$ cat config.mk
export PLATFORM = sky130hd
export DESIGN_NAME = keypad_scan
export DESIGN_NICKNAME = d
export VERILOG_FILES = /design/src/rtl/keypad_pkg.sv /design/src/rtl/scan_tick.sv /design/src/rtl/keypad_scan.sv
export SDC_FILE = /design/constraint.sdc
export NUM_CORES = 1
export LEC_CHECK = 0
export CAP_MARGIN = 15
export CORE_ASPECT_RATIO = 1.75
export CORE_MARGIN = 2
export CORE_UTILIZATION = 40
export CTS_CLUSTER_SIZE = 12
export DETAILED_ROUTE_END_ITERATION = 10
export GPL_ROUTABILITY_DRIVEN = 0
export SETUP_SLACK_MARGIN = 0.5
export SYNTH_ARGS = -nofsm -noshare
export SYNTH_HDL_FRONTEND = slang
export SYNTH_SLANG_ARGS = --single-unit
$ cat constraint.sdc
create_clock -name clk -period 2.8 [get_ports clk]
set_clock_uncertainty 0.1 [all_clocks]
set_input_delay 0.28 -clock clk [delete_from_list [all_inputs] [get_ports clk]]
set_output_delay 0.28 -clock clk [all_outputs]
set_load 0.02 [all_outputs]
$ cat src/rtl/keypad_pkg.sv
// Shared types and helpers for the 4x4 hex keypad scanner.
// Codes are row*4 + col; row/column strobes on the keypad are active-low.
package keypad_pkg;

    typedef enum logic [1:0] {
        SCAN     = 2'd0,
        DEBOUNCE = 2'd1,
        HELD     = 2'd2,
        RELEASE  = 2'd3
    } kp_state_t;

    localparam int KP_ROWS = 4;
    localparam int KP_COLS = 4;

    function automatic logic [3:0] kp_code(input logic [1:0] row, input logic [1:0] col);
        return {row, col};
    endfunction

    // Lowest-numbered asserted row wins when several rows are low together.
    function automatic logic [1:0] kp_row_sel(input logic [KP_ROWS-1:0] rows_n);
        logic [1:0] sel;
        if (!rows_n[0]) begin
            sel = 2'd0;
        end else if (!rows_n[1]) begin
            sel = 2'd1;
        end else if (!rows_n[2]) begin
            sel = 2'd2;
        end else begin
            sel = 2'd3;
        end
        return sel;
    endfunction

    function automatic logic [KP_COLS-1:0] kp_col_strobe(input logic [1:0] col);
        return ~(4'b0001 << col);
    endfunction

endpackage

$ cat src/rtl/scan_tick.sv
// Free-running prescaler producing a one-cycle enable every DIV clocks.
// Used instead of a divided clock so all downstream logic stays on the board clock.
module scan_tick #(
    parameter int DIV = 100000
) (
    input  logic clk,
    input  logic clr_n,
    output logic o_tick
);

    localparam int CW = (DIV > 1) ? $clog2(DIV) : 1;
    localparam logic [CW-1:0] LAST = CW'(DIV - 1);
    localparam logic [CW-1:0] ONE  = CW'(1);

    logic [CW-1:0] r_cnt;
    logic          r_tick;

    // Prescaler count and registered wrap pulse.
    always_ff @(posedge clk or negedge clr_n) begin
        if (!clr_n) begin
            r_cnt  <= '0;
            r_tick <= 1'b0;
        end else begin
            if (r_cnt == LAST) begin
                r_cnt <= '0;
            end else begin
                r_cnt <= r_cnt + ONE;
            end
            r_tick <= (r_cnt == LAST);
        end
    end

    assign o_tick = r_tick;

endmodule

$ cat src/rtl/keypad_scan.sv
// 4x4 keypad scanner: column strobing, debounced press/release FSM, one key per press
// delivered over valid/ack, and a 32-bit hex entry word shifted per accepted key.
module keypad_scan
    import keypad_pkg::*;
#(
    parameter int SCAN_DIV       = 100000,
    parameter int DEBOUNCE_SCANS = 4
) (
    input  logic                clk,
    input  logic                clr_n,
    input  logic [KP_ROWS-1:0]  key_row,
    output logic [KP_COLS-1:0]  key_col,
    output logic                key_valid,
    output logic [3:0]          key_code,
    input  logic                key_ack,
    output logic                key_overrun,
    output logic [31:0]         entry
);

    localparam int CNT_W = $clog2(DEBOUNCE_SCANS + 1);
    localparam logic [CNT_W-1:0] CNT_MAX = CNT_W'(DEBOUNCE_SCANS);
    localparam logic [CNT_W-1:0] CNT_ONE = CNT_W'(1);

    logic               w_tick;
    logic [KP_ROWS-1:0] r_row_meta;
    logic [KP_ROWS-1:0] r_row_sync;

    kp_state_t          r_state;
    kp_state_t          w_state_nxt;
    logic [1:0]         r_col;
    logic [1:0]         w_col_nxt;
    logic [1:0]         r_row_lat;
    logic [1:0]         w_row_lat_nxt;
    logic [CNT_W-1:0]   r_cnt;
    logic [CNT_W-1:0]   w_cnt_nxt;
    logic [CNT_W-1:0]   w_cnt_inc;
    logic [KP_COLS-1:0] r_key_col;

    logic               w_pressed;
    logic [1:0]         w_row_sel;
    logic               w_lat_pressed;
    logic [3:0]         w_code;
    logic               w_emit;

    logic               r_key_valid;
    logic [3:0]         r_key_code;
    logic               r_overrun;
    logic [31:0]        r_entry;

    scan_tick #(
        .DIV (SCAN_DIV)
    ) u_scan_tick (
        .clk    (clk),
        .clr_n  (clr_n),
        .o_tick (w_tick)
    );

    // Two-flop synchroniser for the asynchronous row inputs; idle rows read high.
    always_ff @(posedge clk or negedge clr_n) begin
        if (!clr_n) begin
            r_row_meta <= 4'hF;
            r_row_sync <= 4'hF;
        end else begin
            r_row_meta <= key_row;
            r_row_sync <= r_row_meta;
        end
    end

    assign w_pressed     = (r_row_sync != 4'hF);
    assign w_row_sel     = kp_row_sel(r_row_sync);
    assign w_lat_pressed = ~r_row_sync[r_row_lat];
    assign w_code        = kp_code(w_row_sel, r_col);
    assign w_cnt_inc     = (r_cnt == CNT_MAX) ? r_cnt : (r_cnt + CNT_ONE);

    // Next-state logic; nothing moves except on a scan tick.
    always_comb begin
        w_state_nxt   = r_state;
        w_col_nxt     = r_col;
        w_row_lat_nxt = r_row_lat;
        w_cnt_nxt     = r_cnt;
        w_emit        = 1'b0;
        if (w_tick) begin
            case (r_state)
                SCAN: begin
                    if (w_pressed) begin
                        w_row_lat_nxt = w_row_sel;
                        w_cnt_nxt     = CNT_ONE;
                        if (DEBOUNCE_SCANS == 1) begin
                            w_emit      = 1'b1;
                            w_state_nxt = HELD;
                        end else begin
                            w_state_nxt = DEBOUNCE;
                        end
                    end else begin
                        w_col_nxt = r_col + 2'd1;
                    end
                end
                DEBOUNCE: begin
                    if (w_pressed && (w_row_sel == r_row_lat)) begin
                        w_cnt_nxt = w_cnt_inc;
                        if (w_cnt_inc == CNT_MAX) begin
                            w_emit      = 1'b1;
                            w_state_nxt = HELD;
                        end else begin
                            w_state_nxt = DEBOUNCE;
                        end
                    end else begin
                        w_state_nxt = SCAN;
                        w_col_nxt   = r_col + 2'd1;
                        w_cnt_nxt   = '0;
                    end
                end
                HELD: begin
                    if (w_lat_pressed) begin
                        w_state_nxt = HELD;
                    end else if (DEBOUNCE_SCANS == 1) begin
                        w_state_nxt = SCAN;
                        w_col_nxt   = r_col + 2'd1;
                        w_cnt_nxt   = '0;
                    end else begin
                        w_state_nxt = RELEASE;
                        w_cnt_nxt   = CNT_ONE;
                    end
                end
                RELEASE: begin
                    if (!w_lat_pressed) begin
                        w_cnt_nxt = w_cnt_inc;
                        if (w_cnt_inc == CNT_MAX) begin
                            w_state_nxt = SCAN;
                            w_col_nxt   = r_col + 2'd1;
                            w_cnt_nxt   = '0;
                        end else begin
                            w_state_nxt = RELEASE;
                        end
                    end else begin
                        // Release glitch: return to HELD without a second emit.
                        w_state_nxt = HELD;
                    end
                end
                default: begin
                    w_state_nxt = SCAN;
                    w_cnt_nxt   = '0;
                end
            endcase
        end else begin
            w_state_nxt = r_state;
        end
    end

    // FSM state, column index, latched row and debounce counter.
    always_ff @(posedge clk or negedge clr_n) begin
        if (!clr_n) begin
            r_state   <= SCAN;
            r_col     <= 2'd0;
            r_row_lat <= 2'd0;
            r_cnt     <= '0;
            r_key_col <= 4'b1110;
        end else begin
            r_state   <= w_state_nxt;
            r_col     <= w_col_nxt;
            r_row_lat <= w_row_lat_nxt;
            r_cnt     <= w_cnt_nxt;
            r_key_col <= kp_col_strobe(w_col_nxt);
        end
    end

    // Consumer handshake, overrun flag and entry shift register.
    always_ff @(posedge clk or negedge clr_n) begin
        if (!clr_n) begin
            r_key_valid <= 1'b0;
            r_key_code  <= 4'd0;
            r_overrun   <= 1'b0;
            r_entry     <= 32'd0;
        end else begin
            if (w_emit && (!r_key_valid || key_ack)) begin
                r_key_valid <= 1'b1;
                r_key_code  <= w_code;
                r_entry     <= {r_entry[27:0], w_code};
            end else if (r_key_valid && key_ack) begin
                r_key_valid <= 1'b0;
            end else begin
                r_key_valid <= r_key_valid;
            end

            if (w_emit && r_key_valid && !key_ack) begin
                r_overrun <= 1'b1;
            end else if (r_key_valid && key_ack) begin
                r_overrun <= 1'b0;
            end else begin
                r_overrun <= r_overrun;
            end
        end
    end

    assign key_col     = r_key_col;
    assign key_valid   = r_key_valid;
    assign key_code    = r_key_code;
    assign key_overrun = r_overrun;
    assign entry       = r_entry;

endmodule

======== Word-level counts from Yosys, hierarchy flattened ========
Cells that the tools add are included.
word-level totals
  register bits ........................... 77
  input port bits ......................... 7
  output and inout bits ................... 42
  word-level logic and storage cells ...... 77
cells by class
  add/subtract/negate cells ............... 3
  order comparisons ....................... 1
  equal/unequal tests ..................... 11
  shift operators ......................... 1
  mux-type cells .......................... 33
  bitwise gates (word level) .............. 1
  reductions and logical operators ........ 14
operators with widths
  operator                                                                       count
  2-bit 2-to-1 mux                                                               12
  3-bit 2-to-1 mux                                                               6
  17-bit by 1-bit adder with 17-bit output (second input constant)               1
  17-bit == test (second input constant)                                         1
  17-bit 2-to-1 mux                                                              1
  3-bit case mux with 4 select lines                                             1
  1-bit 2-to-1 mux                                                               10
  2-bit case mux with 4 select lines                                             1
  3-bit == test (second input constant)                                          2
  2-bit != test (second input constant)                                          3
  2-bit case mux with 3 select lines                                             1
  1-bit logical AND                                                              5
  2-bit == test (second input constant)                                          2
  4-bit != test (second input constant)                                          1
  4-bit inverter                                                                 1
  4-bit AND reduction                                                            1
  2-bit nonzero test                                                             2
  1-bit by 2-bit << shifter with 4-bit output (first input constant)             1
  3-bit by 1-bit adder with 3-bit output (second input constant)                 1
  2-bit by 3-bit less-than comparator with 1-bit output (second input constant)  1
  3-bit AND reduction                                                            1
  2-bit by 1-bit adder with 2-bit output (second input constant)                 1
  1-bit binary-select mux with 2-bit select                                      1
  2-bit by 1-bit == test with 1-bit output (second input constant)               1
  other kinds (5)                                                                6

======== Depth between registers and ports, before layout ========
  word-level depth ........................ 11
  depth in mapped cells ................... 8

======== Modules after synthesis ========
From an unflattened synthesis, not the netlist that was laid out.
second synthesis, totals
  cells, all modules ...................... 275
  area total of the unflattened synthesis .. 3417.0 um^2
by module, submodules not included
  module       instances  cells each  area an instance (um^2)
  keypad_scan  1          200         2598.7
  scan_tick    1          75          818.3

======== Worst setup path after synthesis ========
OpenSTA, ideal clock, no wires.
  path type ............................... register -> register
  from .................................... register r_cnt[0]
  to ...................................... register r_entry[25] (netlist: entry[25])
  library setup time ...................... 125 ps
  data arrival time ....................... 2129 ps
  data required time ...................... 2575 ps
  setup slack ............................. 446 ps
  stages on the path, launching flop included .. 9
  path buffers ............................ 1
  cells stage by stage .................... dfrtp_1 inv_1 ha_1 nor3b_2 o311a_2 nand3_2 a2111oi_4 buf_6 mux2_2
on the way
  longest elaborated chain between the ends .. 8
  elaborated cells between the ends (all ways) .. 9
RTL lines
  element                                                                  line                text
  start: declaration                                                       keypad_scan.sv:34   logic [CNT_W-1:0] r_cnt;
  start signal: assignment                                                 keypad_scan.sv:162  r_cnt <= w_cnt_nxt;
  3-bit by 1-bit adder with 3-bit output or 3-bit == test (tied branches)  keypad_scan.sv:73   assign w_cnt_inc = (r_cnt == CNT_MAX) ? r_cnt : (r_cnt + CNT_ONE);
  3-bit 2-to-1 mux (*)                                                     keypad_scan.sv:73
  3-bit == test (*)                                                        keypad_scan.sv:101  if (w_cnt_inc == CNT_MAX) begin
  1-bit 2-to-1 mux (*)                                                     keypad_scan.sv:101
  1-bit 2-to-1 mux (*)                                                     keypad_scan.sv:99   if (w_pressed && (w_row_sel == r_row_lat)) begin
  1-bit 2-to-1 mux (*)                                                     keypad_scan.sv:83   case (r_state)
  1-bit 2-to-1 mux (*)                                                     keypad_scan.sv:82   if (w_tick) begin
  1-bit logical AND (*)                                                    keypad_scan.sv:175  if (w_emit && (!r_key_valid || key_ack)) begin
  end signal: assignment                                                   keypad_scan.sv:178  r_entry <= {r_entry[27:0], w_code};
  end: declaration                                                         keypad_scan.sv:48   logic [31:0] r_entry;
Every way passes the cells marked *; elsewhere a longest branch is shown, timed or not.
A chain may end at the register's enable or synchronous reset.

======== Worst setup path after layout ========
  from .................................... register r_cnt[0]
  to ...................................... register r_entry[10] (netlist: entry[10])
The elaborated chain is that of the path after synthesis.

==> flow_summary_export.csv <==
group,metric,value,unit
floorplan,ios,49,
pwr,p_clk_frac,0.515,
pwr,seqPwrFrac,0.463,
synthesis,synth_edf_count,0,
clock_tree,clock_path_buffers,2,
clock_tree,clockRootBuffer,"clkbuf_16",
synthesis,synth_area,3240,um^2
global_route,grt_pass1_vias,2155,
cells_and_area,drive_above_1_share,0.294,
worst_setup_path,r2r_cells,10,
floorplan,die-area,8860,um^2
pwr,p_leak,1.98,nW
pwr,switchingPower,0.450,mW
pwr,p_int,1.86,mW
drt,antenna_left,0,
placed_design,dp.cells,382,
drt,drtIter0Drc,59,
pwr,sw_frac_of_total,0.195,
drt,routed_wirelength,6.66,mm
placed_design,port_buffers,48,
worst_setup_path,cp_max_fo,8,
placed_design,dpl_worst_slack,0.405,ns
cells_and_area,finalNonFillerCells,416,
drt,firstDrtPassIters,4,
floorplan,die_h,123,um
cells_and_area,area_growth,38.5,%
drt,drc_errors,0,
clock_tree,clock_latency,0.33,ns
clock_tree,clk_pin_slew,0.06,ns
clock_tree,htree_num_levels,3,
pwr,comb_power_share,0.021,
clock_tree,clock_sinks,73,
drt,wl_per_cell,16.0,um
synthesis,yosys_warnings,0,
cells_and_area,diodes,0,
cells_and_area,finish.utilization,0.567,
global_route,antenna_found_initial,0,
timing,tightest_slew,0.657,ns
drt,vias,2157,
pwr,peakVddDrop,0.421,mV
synthesis,synth_area_per_cell,12.7,um^2
synthesis,async_flop_share,1.00,
global_route,busiest_layer,"met2",
global_route,grt_usage,0.164,
timing,worst_slack,0.505,ns
timing,final_max_slew_viol_count,0,
floorplan,std_cell_rows,43,
timing,setup_viol,0,
timing,min_period_over_period,0.820,
cells_and_area,design_area,4490,um^2
global_route,met2_usage,0.270,
drt,via_per_inst,5.19,
synthesis,synth_nets,265,
global_route,grt_overflow,0,
floorplan,core_area,7910,um^2
placed_design,placed_area,3780,um^2
min_path,hold_depth,1,
synthesis,synth-seq-area-share,0.568,
clock_tree,tritoncts,"done",
cells_and_area,nets,331,
global_route,use_met1,0.202,
synthesis,ys.flop_type,"dfrtp_1",
global_route,grt_util_met3,0.0440,
worst_setup_path,crit_arrival,2.41,ns
status,outcome,"finished, final reports clean",
timing,clock.fmax,436,MHz
timing,hold_viol,0,
global_route,grt_pass1_wl,10.9,mm
worst_setup_path,end_kind,"flop",
timing,rsz0062_at_grt,"true",
synthesis,synthCells,255,
clock_tree,cts_buffers,9,
worst_setup_path,worstSetupStartpointType,"flop",
pwr,powerDensity,516,nW/um^2
placed_design,hpwl,4.17,mm
global_route,grt_max_degree,48,
worst_setup_path,critPathKind,"flop to flop",
worst_setup_path,cp.required,2.91,ns
synthesis,synth_cell_type_count,53,
synthesis,synth_seq_cells,73,
timing,fin_tns_setup,0,ns
floorplan,start_util,0.410,
run,cap_violations,0,
timing,slew_headroom,0.562,
timing,finalCriticalPeriod,2.30,ns
min_path,hold_path.class,"input port to flop",
floorplan,die_w,72.0,um
## final cells by class
class | count | area [um^2]
clock inverter | 5 | 80.1
timing repair buffer | 69 | 737
clock buffer | 11 | 233
fill | 673 | 3420
multi-input combinational | 159 | 1450
tap | 90 | 113
inverter | 9 | 33.8
sequential | 73 | 1840
## synth_stat cells (all sizes together) (2+ instances only)
cell type,instances,area share
buf,11,0.027
dfstp,11,0.089
dfrtp,62,0.48
a21o,3,0.0070
a21oi,8,0.012
nor3,5,0.011
nand3,12,0.020
and2,2,0.0039
nand3b,3,0.0070
nor3b,3,0.0085
and3,3,0.0058
xor2,9,0.024
nor4,3,0.0077
ha,3,0.012
mux2i,7,0.022
nor2,15,0.017
nand4,2,0.0039
xnor2,8,0.022
inv,9,0.010
nand2b,2,0.0039
nor2b,4,0.0077
nand2,9,0.010
o21ai,6,0.0093
mux2,32,0.11
clkbuf,3,0.0039
## routing by layer
metal / routed length, um / up-vias
met4: 93 / 0
met1: 2870 / 1094
met5: 0 / -
met3: 186 / 5
met2: 3510 / 32
li1: - / 1026
## timing repair
item,CTS,global route
setup buffers,10,4
pin swaps,6,3
hold endpoints to repair,23,0
endpoints found under the setup margin,31,32
resized for setup,44,10
hold buffers,1,0
gates cloned,3,0
## path summary, 6_finish.rpt
kind | from | end | slack (ns)
hold / removal | key_row[2] | r_row_meta[2]$_DFF_PN1_ | 0.26
hold reg to reg | r_row_meta[3]$_DFF_PN1_ | r_row_sync[3]$_DFF_PN1_ | 0.26
setup reg to reg | r_cnt[0]$_DFFE_PN0P_ | entry[10]$_DFFE_PN0P_ | 0.50
max in group asynchronous | clr_n | r_row_sync[3]$_DFF_PN1_ | 1.47
min in group asynchronous | clr_n | r_cnt[0]$_DFFE_PN0P_ | 0.42
setup / recovery | r_cnt[0]$_DFFE_PN0P_ | entry[10]$_DFFE_PN0P_ | 0.50
## sequential cells by signal, summed over array words and instances (netlist names)
signal,count
u_scan_tick.r_cnt,17
r_state,2
key_code,3
entry,29
key_valid,1
r_row_meta,4
r_row_lat,2
r_col,2
key_overrun,1
u_scan_tick.o_tick,1
r_cnt,3
r_row_sync,4
key_col,4
## worst max-delay path: stages (launching register included)
cell and delay (ns):
dfrtp_2 0.44, inv_2 0.09, ha_4 0.15, a21o_1 0.14, o311a_4 0.21, nand3_4 0.08
a2111oi_4 0.22, buf_4 0.17, buf_6 0.12, buf_12 0.14, mux2_4 0.30
## cell families (layout without fill, tap and decap cells)
family	Yosys count	count (layout)	share of synthesized area
multiplexers	40	40	0.141
adder cells (fa/ha/maj)	3	3	0.0116
flip-flops	73	73	0.568
buffers and inverters	23	94	0.0409
XOR/XNOR	17	17	0.0460
AND/OR/NAND/NOR	69	69	0.124
AO/OA/AOI/OAI	30	30	0.0684
## stage by stage
step,hold WS [ns],total power [mW]
after floorplan,-0.116,1.10
after global placement,0.247,1.14
after detailed placement,0.247,1.14
after CTS,0.246,2.35
after global routing,0.255,2.40
final,0.257,2.31
## placed cells by master (no fill, tap or decap), drive strengths merged, types with 2 or more instances in the layout
| cell | instances |
|---|---|
| a21o | 3 |
| a21oi | 8 |
| and2 | 2 |
| and3 | 3 |
| buf | 21 |
| bufinv | 2 |
| clkbuf | 11 |
| clkdlybuf4s50 | 47 |
| clkinvlp | 2 |
| dfrtp | 62 |
| dfstp | 11 |
| ha | 3 |
| inv | 9 |
| mux2 | 32 |
| mux2i | 7 |
| nand2 | 9 |
| nand2b | 2 |
| nand3 | 12 |
| nand3b | 3 |
| nand4 | 2 |
| nor2 | 15 |
| nor2b | 4 |
| nor3 | 5 |
| nor3b | 3 |
| nor4 | 3 |
| o21ai | 6 |
| xnor2 | 8 |
| xor2 | 9 |
## power by group through the flow
stage	Clock [mW]	Sequential, mW	Combinational [mW]
3_5_place_dp	0	1.09	0.0453
2_1_floorplan	0	1.09	0.0142
4_1_cts	1.23	1.07	0.0466
6_report	1.19	1.07	0.0488
5_1_grt	1.27	1.07	0.0564
3_3_place_gp	0	1.09	0.0448
Power figures use the tool's default switching activity.
